**config.mk**
```make
export PLATFORM = sky130hd
export DESIGN_NAME = traffic_interval_timer_flat
export DESIGN_NICKNAME = d
export VERILOG_FILES = /design/src/rtl/traffic_interval_timer_if.sv /design/src/rtl/traffic_interval_timer.sv /design/src/flat_wrapper.sv
export SDC_FILE = /design/constraint.sdc
export NUM_CORES = 1
export LEC_CHECK = 0
export CELL_PAD_IN_SITES_DETAIL_PLACEMENT = 1
export CELL_PAD_IN_SITES_GLOBAL_PLACEMENT = 1
export CORE_MARGIN = 10
export CORE_UTILIZATION = 40
export DETAILED_ROUTE_END_ITERATION = 10
export PLACE_DENSITY_LB_ADDON = 0.05
export SYNTH_ARGS = -nofsm -noshare
export SYNTH_HDL_FRONTEND = slang
export SYNTH_SLANG_ARGS = --single-unit
```
**constraint.sdc**
```tcl
create_clock -name clk -period 6.05 [get_ports clk]
set_input_delay 1.815 -clock clk [delete_from_list [all_inputs] [get_ports clk]]
set_output_delay 1.815 -clock clk [all_outputs]
set_load 0.005 [all_outputs]
```
**src/rtl/traffic_interval_timer_if.sv**
```systemverilog
// rtl/traffic_interval_timer_if.sv - controller-to-timer handshake: interval select in, transition conditions out
interface traffic_interval_timer_if #(
  parameter int unsigned W = 8
);
  logic [1:0]   s_IC;
  logic         en_IC;
  logic         not_r;
  logic         c_and_l;
  logic         en_s;
  logic         l_or_notc;
  logic [W-1:0] elapsed;

  // master is the traffic-light controller, slave is the interval timer
  modport master (
    output s_IC,
    output en_IC,
    input  not_r,
    input  c_and_l,
    input  en_s,
    input  l_or_notc,
    input  elapsed
  );

  modport slave (
    input  s_IC,
    input  en_IC,
    output not_r,
    output c_and_l,
    output en_s,
    output l_or_notc,
    output elapsed
  );
endinterface

```
**src/rtl/traffic_interval_timer.sv**
```systemverilog
// rtl/traffic_interval_timer.sv - per-phase dwell timer and east car-sensor conditioning for the light controller
module traffic_interval_timer #(
  parameter int unsigned W     = 8,
  parameter int unsigned T_YEL = 3,
  parameter int unsigned T_RR  = 2,
  parameter int unsigned T_NG  = 20,
  parameter int unsigned T_EG  = 10
) (
  input  logic                   clk,
  input  logic                   rst_n,
  input  logic                   car_e,
  traffic_interval_timer_if.slave tif
);

  localparam logic [1:0] PH_YEL = 2'b00;
  localparam logic [1:0] PH_RR  = 2'b01;
  localparam logic [1:0] PH_NG  = 2'b10;
  localparam logic [1:0] PH_EG  = 2'b11;

  // completion fires on the last cycle of the dwell, so compare against T-1
  localparam logic [W-1:0] LIM_YEL = W'(T_YEL - 1);
  localparam logic [W-1:0] LIM_RR  = W'(T_RR - 1);
  localparam logic [W-1:0] LIM_NG  = W'(T_NG - 1);
  localparam logic [W-1:0] LIM_EG  = W'(T_EG - 1);
  localparam logic [W-1:0] CNT_MAX = {W{1'b1}};
  localparam logic [W-1:0] CNT_ONE = W'(1);

  logic         sync_q1;
  logic         car_s;
  logic         car_pend;
  logic [1:0]   prev_ic;
  logic [W-1:0] elapsed_q;

  logic         new_phase;
  logic         eg_entry;
  logic [W-1:0] eff;
  logic [W-1:0] eff_inc;
  logic [W-1:0] elapsed_d;
  logic [W-1:0] limit;
  logic         done;

  always_comb begin
    new_phase = (tif.s_IC != prev_ic);
    eg_entry  = new_phase && (tif.s_IC == PH_EG);
    eff       = new_phase ? '0 : elapsed_q;
    eff_inc   = (eff == CNT_MAX) ? eff : eff + CNT_ONE;
    elapsed_d = tif.en_IC ? eff_inc : eff;
  end

  always_comb begin
    limit = LIM_RR;
    case (tif.s_IC)
      PH_YEL:  limit = LIM_YEL;
      PH_RR:   limit = LIM_RR;
      PH_NG:   limit = LIM_NG;
      PH_EG:   limit = LIM_EG;
      default: limit = LIM_RR;
    endcase
    done = (eff >= limit);
  end

  always_comb begin
    tif.en_s      = (tif.s_IC == PH_YEL) && done;
    tif.not_r     = (tif.s_IC == PH_RR)  && done;
    tif.c_and_l   = (tif.s_IC == PH_NG)  && done && car_pend;
    tif.l_or_notc = (tif.s_IC == PH_EG)  && (done || !car_s);
    tif.elapsed   = eff;
  end

  // car_e is asynchronous to clk; two flops before anything looks at it
  always_ff @(posedge clk or negedge rst_n) begin
    if (!rst_n) begin
      sync_q1 <= 1'b0;
      car_s   <= 1'b0;
    end else begin
      sync_q1 <= car_e;
      car_s   <= sync_q1;
    end
  end

  // entry into east green services the pending car, even if the sensor is still high
  always_ff @(posedge clk or negedge rst_n) begin
    if (!rst_n) begin
      car_pend <= 1'b0;
    end else if (eg_entry) begin
      car_pend <= 1'b0;
    end else if (car_s) begin
      car_pend <= 1'b1;
    end
  end

  always_ff @(posedge clk or negedge rst_n) begin
    if (!rst_n) begin
      prev_ic   <= PH_RR;
      elapsed_q <= '0;
    end else begin
      prev_ic   <= tif.s_IC;
      elapsed_q <= elapsed_d;
    end
  end

endmodule
```
**src/flat_wrapper.sv**
```systemverilog
// flat-port wrapper written by rule: the top's interface ports become plain ports
module traffic_interval_timer_flat 
#(
  parameter int unsigned W     = 8,
  parameter int unsigned T_YEL = 3,
  parameter int unsigned T_RR  = 2,
  parameter int unsigned T_NG  = 20,
  parameter int unsigned T_EG  = 10
)
  (clk, rst_n, car_e, tif_s_IC, tif_en_IC, tif_not_r, tif_c_and_l, tif_en_s, tif_l_or_notc, tif_elapsed);
  traffic_interval_timer_if #(.W(W)) tif_i ();
  input  logic clk;
  input  logic rst_n;
  input  logic car_e;
  input wire logic [$bits(tif_i.s_IC)-1:0] tif_s_IC;
  input wire logic [$bits(tif_i.en_IC)-1:0] tif_en_IC;
  output wire logic [$bits(tif_i.not_r)-1:0] tif_not_r;
  output wire logic [$bits(tif_i.c_and_l)-1:0] tif_c_and_l;
  output wire logic [$bits(tif_i.en_s)-1:0] tif_en_s;
  output wire logic [$bits(tif_i.l_or_notc)-1:0] tif_l_or_notc;
  output wire logic [$bits(tif_i.elapsed)-1:0] tif_elapsed;
  assign tif_i.s_IC = tif_s_IC;
  assign tif_i.en_IC = tif_en_IC;
  assign tif_not_r = tif_i.not_r;
  assign tif_c_and_l = tif_i.c_and_l;
  assign tif_en_s = tif_i.en_s;
  assign tif_l_or_notc = tif_i.l_or_notc;
  assign tif_elapsed = tif_i.elapsed;
  traffic_interval_timer #(.W(W), .T_YEL(T_YEL), .T_RR(T_RR), .T_NG(T_NG), .T_EG(T_EG)) u_core (.clk(clk), .rst_n(rst_n), .car_e(car_e), .tif(tif_i));
endmodule
```
### After elaboration in Yosys (flattened, before gate mapping)

Cells that the tools add are included.

* add/subtract/negate cells: 1
* multipliers: 0
* div/mod/pow operators: 0
* magnitude comparators: 1
* equality and inequality tests: 5
* shifts and indexed selects: 0
* muxes and demuxes: 6
* bitwise operators: 0
* reductions and logical operators: 10

Operators by type and width (count)
* 8-bit one-hot mux with 4 select lines: 1
* 8-bit two-way mux: 3
* 8-bit by 1-bit adder with 8-bit output, second input constant: 1
* 8-bit == test, second input constant: 1
* 8-bit greater-or-equal comparator: 1
* 1-bit logical AND: 6
* 2-bit == test, second input constant: 2
* 2-bit by 1-bit == test with 1-bit output, second input constant: 1
* 2-bit zero test: 1
* 1-bit two-way mux: 2
* 2-bit != test: 1
* 2-bit nonzero test: 1
* 1-bit zero test: 1
* 1-bit logical OR: 1

* register bits: 13
* latch bits: 0
* memory bits (writable): 0
* memory bits (read-only): 0
* input bits: 6
* output and inout port bits: 12
* memories: 0

### Longest topological paths before layout

* word-level depth: 5
* gate-level depth with buffers: 9

### Worst setup path before layout

Ideal clock, no wire load.

* path kind: input-to-output
* start point: input port tif_s_IC[0]
* end point: output port tif_l_or_notc
* arrival: 3.510 ns
* data required time: 4.235 ns
* path slack: 0.725 ns
* stages on the path: 8
* path buffers: 0
* cell sequence: xnor2_2 > and2_4 > nand2_1 > ha_1 > nand2b_1 > a2111oi_0 > o22a_2 > a21oi_1

* longest elaborated chain between the ends: 5
* elaborated cells on any way between the ends: 10
* those cells by class: order compare (1); eq/ne (4); mux (2); reduce/logical (3)

RTL lines
* start, declared: line flat_wrapper.sv:15 `input wire logic [$bits(tif_i.s_IC)-1:0] tif_s_IC;`
* 2-bit == test (tied with other cells): line traffic_interval_timer.sv:52, traffic_interval_timer.sv:66
* 8-bit one-hot mux with 4 select lines or 8-bit two-way mux (tied branches): line traffic_interval_timer.sv:52, traffic_interval_timer.sv:45
* 8-bit greater-or-equal comparator: line traffic_interval_timer.sv:59 `done = (eff >= limit);`
* 1-bit logical OR: line traffic_interval_timer.sv:66 `tif.l_or_notc = (tif.s_IC == PH_EG) && (done || !car_s);`
* 1-bit logical AND *: line traffic_interval_timer.sv:66
* end, declared: line flat_wrapper.sv:20 `output wire logic [$bits(tif_i.l_or_notc)-1:0] tif_l_or_notc;`

Every way passes the cells marked *; elsewhere a longest branch is shown, timed or not. The select of a mux whose other input is x is not followed.

### Worst setup path in the final report

* start point: input port tif_s_IC[0]
* end point: output port tif_c_and_l

* longest elaborated chain between the ends: 5
* elaborated cells on any way between the ends: 10
* those cells by class: order compare (1); eq/ne (4); mux (2); reduce/logical (3)

RTL lines
* 2-bit == test (tied with other cells): line traffic_interval_timer.sv:52 `case (tif.s_IC)`
* 8-bit one-hot mux with 4 select lines or 8-bit two-way mux (tied branches): line traffic_interval_timer.sv:52, traffic_interval_timer.sv:45
* 8-bit greater-or-equal comparator: line traffic_interval_timer.sv:59
* 1-bit logical AND * (2 in series): line traffic_interval_timer.sv:65 `tif.c_and_l = (tif.s_IC == PH_NG) && done && car_pend;`
* end, declared: line flat_wrapper.sv:18 `output wire logic [$bits(tif_i.c_and_l)-1:0] tif_c_and_l;`

Marks and branches as above.

==> key figures <==
Run status
  • Status: finished, final reports clean

Setup path
  • Worst setup SP type: input pin
  • Crit path DAT: around 4200 ps
  • Slowest cell on the critical path: clkdlybuf4s50_1
  • Setup Crit Path Kind: in2out
  • Worst path max stage delay: 440 ps
  • Critical path peak fanout: 3
  • Crit end category: primary output
  • Worst EP required: 4240 ps
  • Crit path cell chain: dlygate4sd2_1 -> xnor2_2 -> buf_4 -> and3_2 -> ha_1 -> o21a_1 -> a2111oi_4 -> o22a_2 -> nor3b_2 -> clkdlybuf4s50_1

Global routing
  • First-pass GRT wire length: 4.37 mm
  • Met1 Track Usage GR: 0.145
  • Total grt overflow: 0
  • Most used routing layer: met2
  • Initial antenna violation count: 0
  • Vias in the first global route: between 800 and 900
  • Largest net degree at the start of global routing: 14
  • GRT Total Usage: 0.132
  • Met2 usage: 0.220
  • Grt met3 use: 0.0424

Synthesis
  • Post-Syn Instances: 82
  • Avg Synthesized Cell Area: 10.3 um2
  • Post-synth top area cell: dfrtp_1
  • Post-synth top area share: 0.356
  • Seq cells post-synth: 13
  • YS warnings: 0
  • Dominant cells by area after synthesis: dfrtp_1 36%, ha_1 7.4%, and3_2 5.3%
  • Most frequent cell after synthesis: dfrtp_1
  • Most frequent cells after synthesis: 12 x dfrtp_1, 7 x nand2_1, 6 x and3_2
  • Main flop type after synthesis: dfrtp_1
  • Netlist cell types: 37
  • Cell Area, Synth: 843 um2
  • Post-synth EDFFs: 0
  • Asr flop ratio synth: 1.00
  • Sequential share of the synthesized area: 0.387
  • Net Count, Synth: 93

Placed design
  • Setup WS pre-CTS: -270 ps
  • Post-DP HPWL: 2.03 mm
  • Dpl cells: 137
  • Port Buf Inserts: 17
  • Placer Congestion: 0.813

Power
  • Leak: 0.604 nW
  • PwrDens: 162 nW/um2
  • Worst vdd ir: 128 uV

Clock tree
  • CTS buffer count: 3
  • Clock root cell: clkbuf_4
  • CTS HTree Levels: 1
  • Clk Latency, worst-skew pair: 300 ps
  • Clock Sinks: 13
  • Clock slew at reported path FFs: approximately 80 ps
  • CTS tree: yes
  • CTS Hold Bufs: 0
  • Clock Tree Buf Depth: 2

Cells and area
  • Layout Nets: 130
  • Layout area overhead: 46.4%
  • Antenna Diode Count: 0
  • Fin util: 0.623
  • Post-route insts no fill: roughly 150
  • Share of cells above drive strength 1: 0.347

Timing
  • Setup tns final: 0 ps
  • Tightest Pin Transition: 621 ps
  • Min Tclk post-route: 5970 ps
  • Final critical-path share of the clock period: 0.987
  • Finish-stage setup viols: 0
  • Worst Clk Skew: 3.13 ps
  • Fmax: 0.167 GHz
  • Final hold violations: 0
  • Fin. max-slew vios: 0
  • Setup ws final: just under 80 ps
  • Slew HR: 0.585

Detailed routing
  • Drt total wl: 2.82 mm
  • DRC Markers: 0
  • Via/cell ratio: roughly 5.5
  • ANT nets after route: 0
  • Drt pass-1 iters: 4
  • Drt wl/cell: 19.4 um
  • Initial drt markers: 24
  • Via Count: 803

Floorplan
  • Die X: 65.9 um
  • Initial Utilization: 0.426
  • Top-level I/O count: 18
  • Core Region: 1980 um2
  • Row Count: 16
  • Die ar.: 4340 um2
  • Die Height: 65.9 um

Job
  • Max-cap viol count: 0

Worst hold path
  • Worst Hold Class: reg2reg
==> cell type report <==
class / instances / area (um2)
clock buffer: 4 / 26.3
fill: 220 / 747
inverter: 3 / 11.3
multi-input combinational: 65 / 546
sequential: 13 / 327
tap: 27 / 33.8
timing repair buffer: 33 / 292
==> worst max-delay path, delay by kind of cell <==
| family | cells | cell delay [ps] |
|---|---|---|
| buffers and inverters | 3 | 860 |
| AOI/OAI and AO/OA | 3 | 780 |
| adders and majority gates | 1 | 290 |
| and+or+nand+nor | 2 | 250 |
| xor gates and xnor gates | 1 | 160 |
==> layer usage <==
metal  share of wire  up-vias
met3           0.044        3
met2            0.53       16
met4           0.013        0
li1                -      372
met1            0.41      412
met5               0        -
==> cells in the final DEF (no fill, tap or decap), types with 2 or more instances in the layout <==
master / count
ha_1: 4
and3_2: 6
a21oi_1: 4
nand3_1: 5
and3_1: 2
nor2_1: 5
clkbuf_4: 3
dfrtp_1: 12
dlygate4sd2_1: 3
buf_4: 16
nor3_1: 2
clkdlybuf4s50_1: 12
o21a_1: 2
inv_1: 3
a2111oi_4: 2
nor3b_2: 2
nand2_1: 7
xnor2_2: 2
dlymetal6s2s_1: 2
==> report_power, final <==
part           leakage [nW]  internal [W]  switching [W]
logic                 0.423     0.0000254      0.0000225
clock network        0.0150     0.0000257      0.0000334
registers             0.166     0.0000906     0.00000237
total                 0.604      0.000142      0.0000583
==> repair_timing <==
action,in CTS,in global routing
setup endpoints to repair,4,4
gates resized for setup,7,5
pin swaps,2,5
setup buffers,1,3
hold endpoints to repair,0,0
==> metrics by stage <==
| step | total power (W) | cell area [um2] | hold WS [ps] |
|---|---|---|---|
| finish | 0.000200 | 1230 | 362 |
| global route | 0.000208 | 1230 | 365 |
| floorplan | 0.000113 | 843 | 331 |
| global placement | 0.000133 | 1130 | 334 |
| CTS | 0.000196 | 1170 | 362 |
| detailed placement | 0.000136 | 1130 | 343 |
==> cell families (layout without fill, tap and decap cells) <==
| family | count (synthesis) | in the layout | synth area share |
|---|---|---|---|
| AND/OR/NAND/NOR | 39 | 39 | 0.282 |
| AO/OA/AOI/OAI | 17 | 17 | 0.171 |
| flip-flops | 13 | 13 | 0.387 |
| adder cells (fa/ha/maj) | 5 | 5 | 0.0742 |
| buffers and inverters | 4 | 40 | 0.0252 |
| XOR/XNOR | 3 | 3 | 0.0490 |
| multiplexers | 1 | 1 | 0.0119 |
==> state kept, by name, summed over array words and instances (netlist names) <==
| signal | flops |
|---|---|
| u_core.elapsed_q | 8 |
| u_core.prev_ic | 2 |
| u_core.car_pend | 1 |
| u_core.car_s | 1 |
| u_core.sync_q1 | 1 |
==> path summary, 6_finish.rpt <==
check | startpoint | endpoint | slack, ps | cells past startpoint
worst max-delay path | tif_s_IC[0] | tif_c_and_l | 80 | 10
worst min-delay path | u_core.sync_q1 | u_core.car_s | 360 | 0
worst max register to register | u_core.prev_ic[0] | u_core.elapsed_q[0] | 3570 | 10
worst min register to register | u_core.sync_q1 | u_core.car_s | 360 | 0
max in group asynchronous | rst_n | u_core.car_pend | 3750 | 1
min in group asynchronous | rst_n | u_core.elapsed_q[1] | 1900 | 1
No activity file was read; power rests on OpenSTA's default activity.
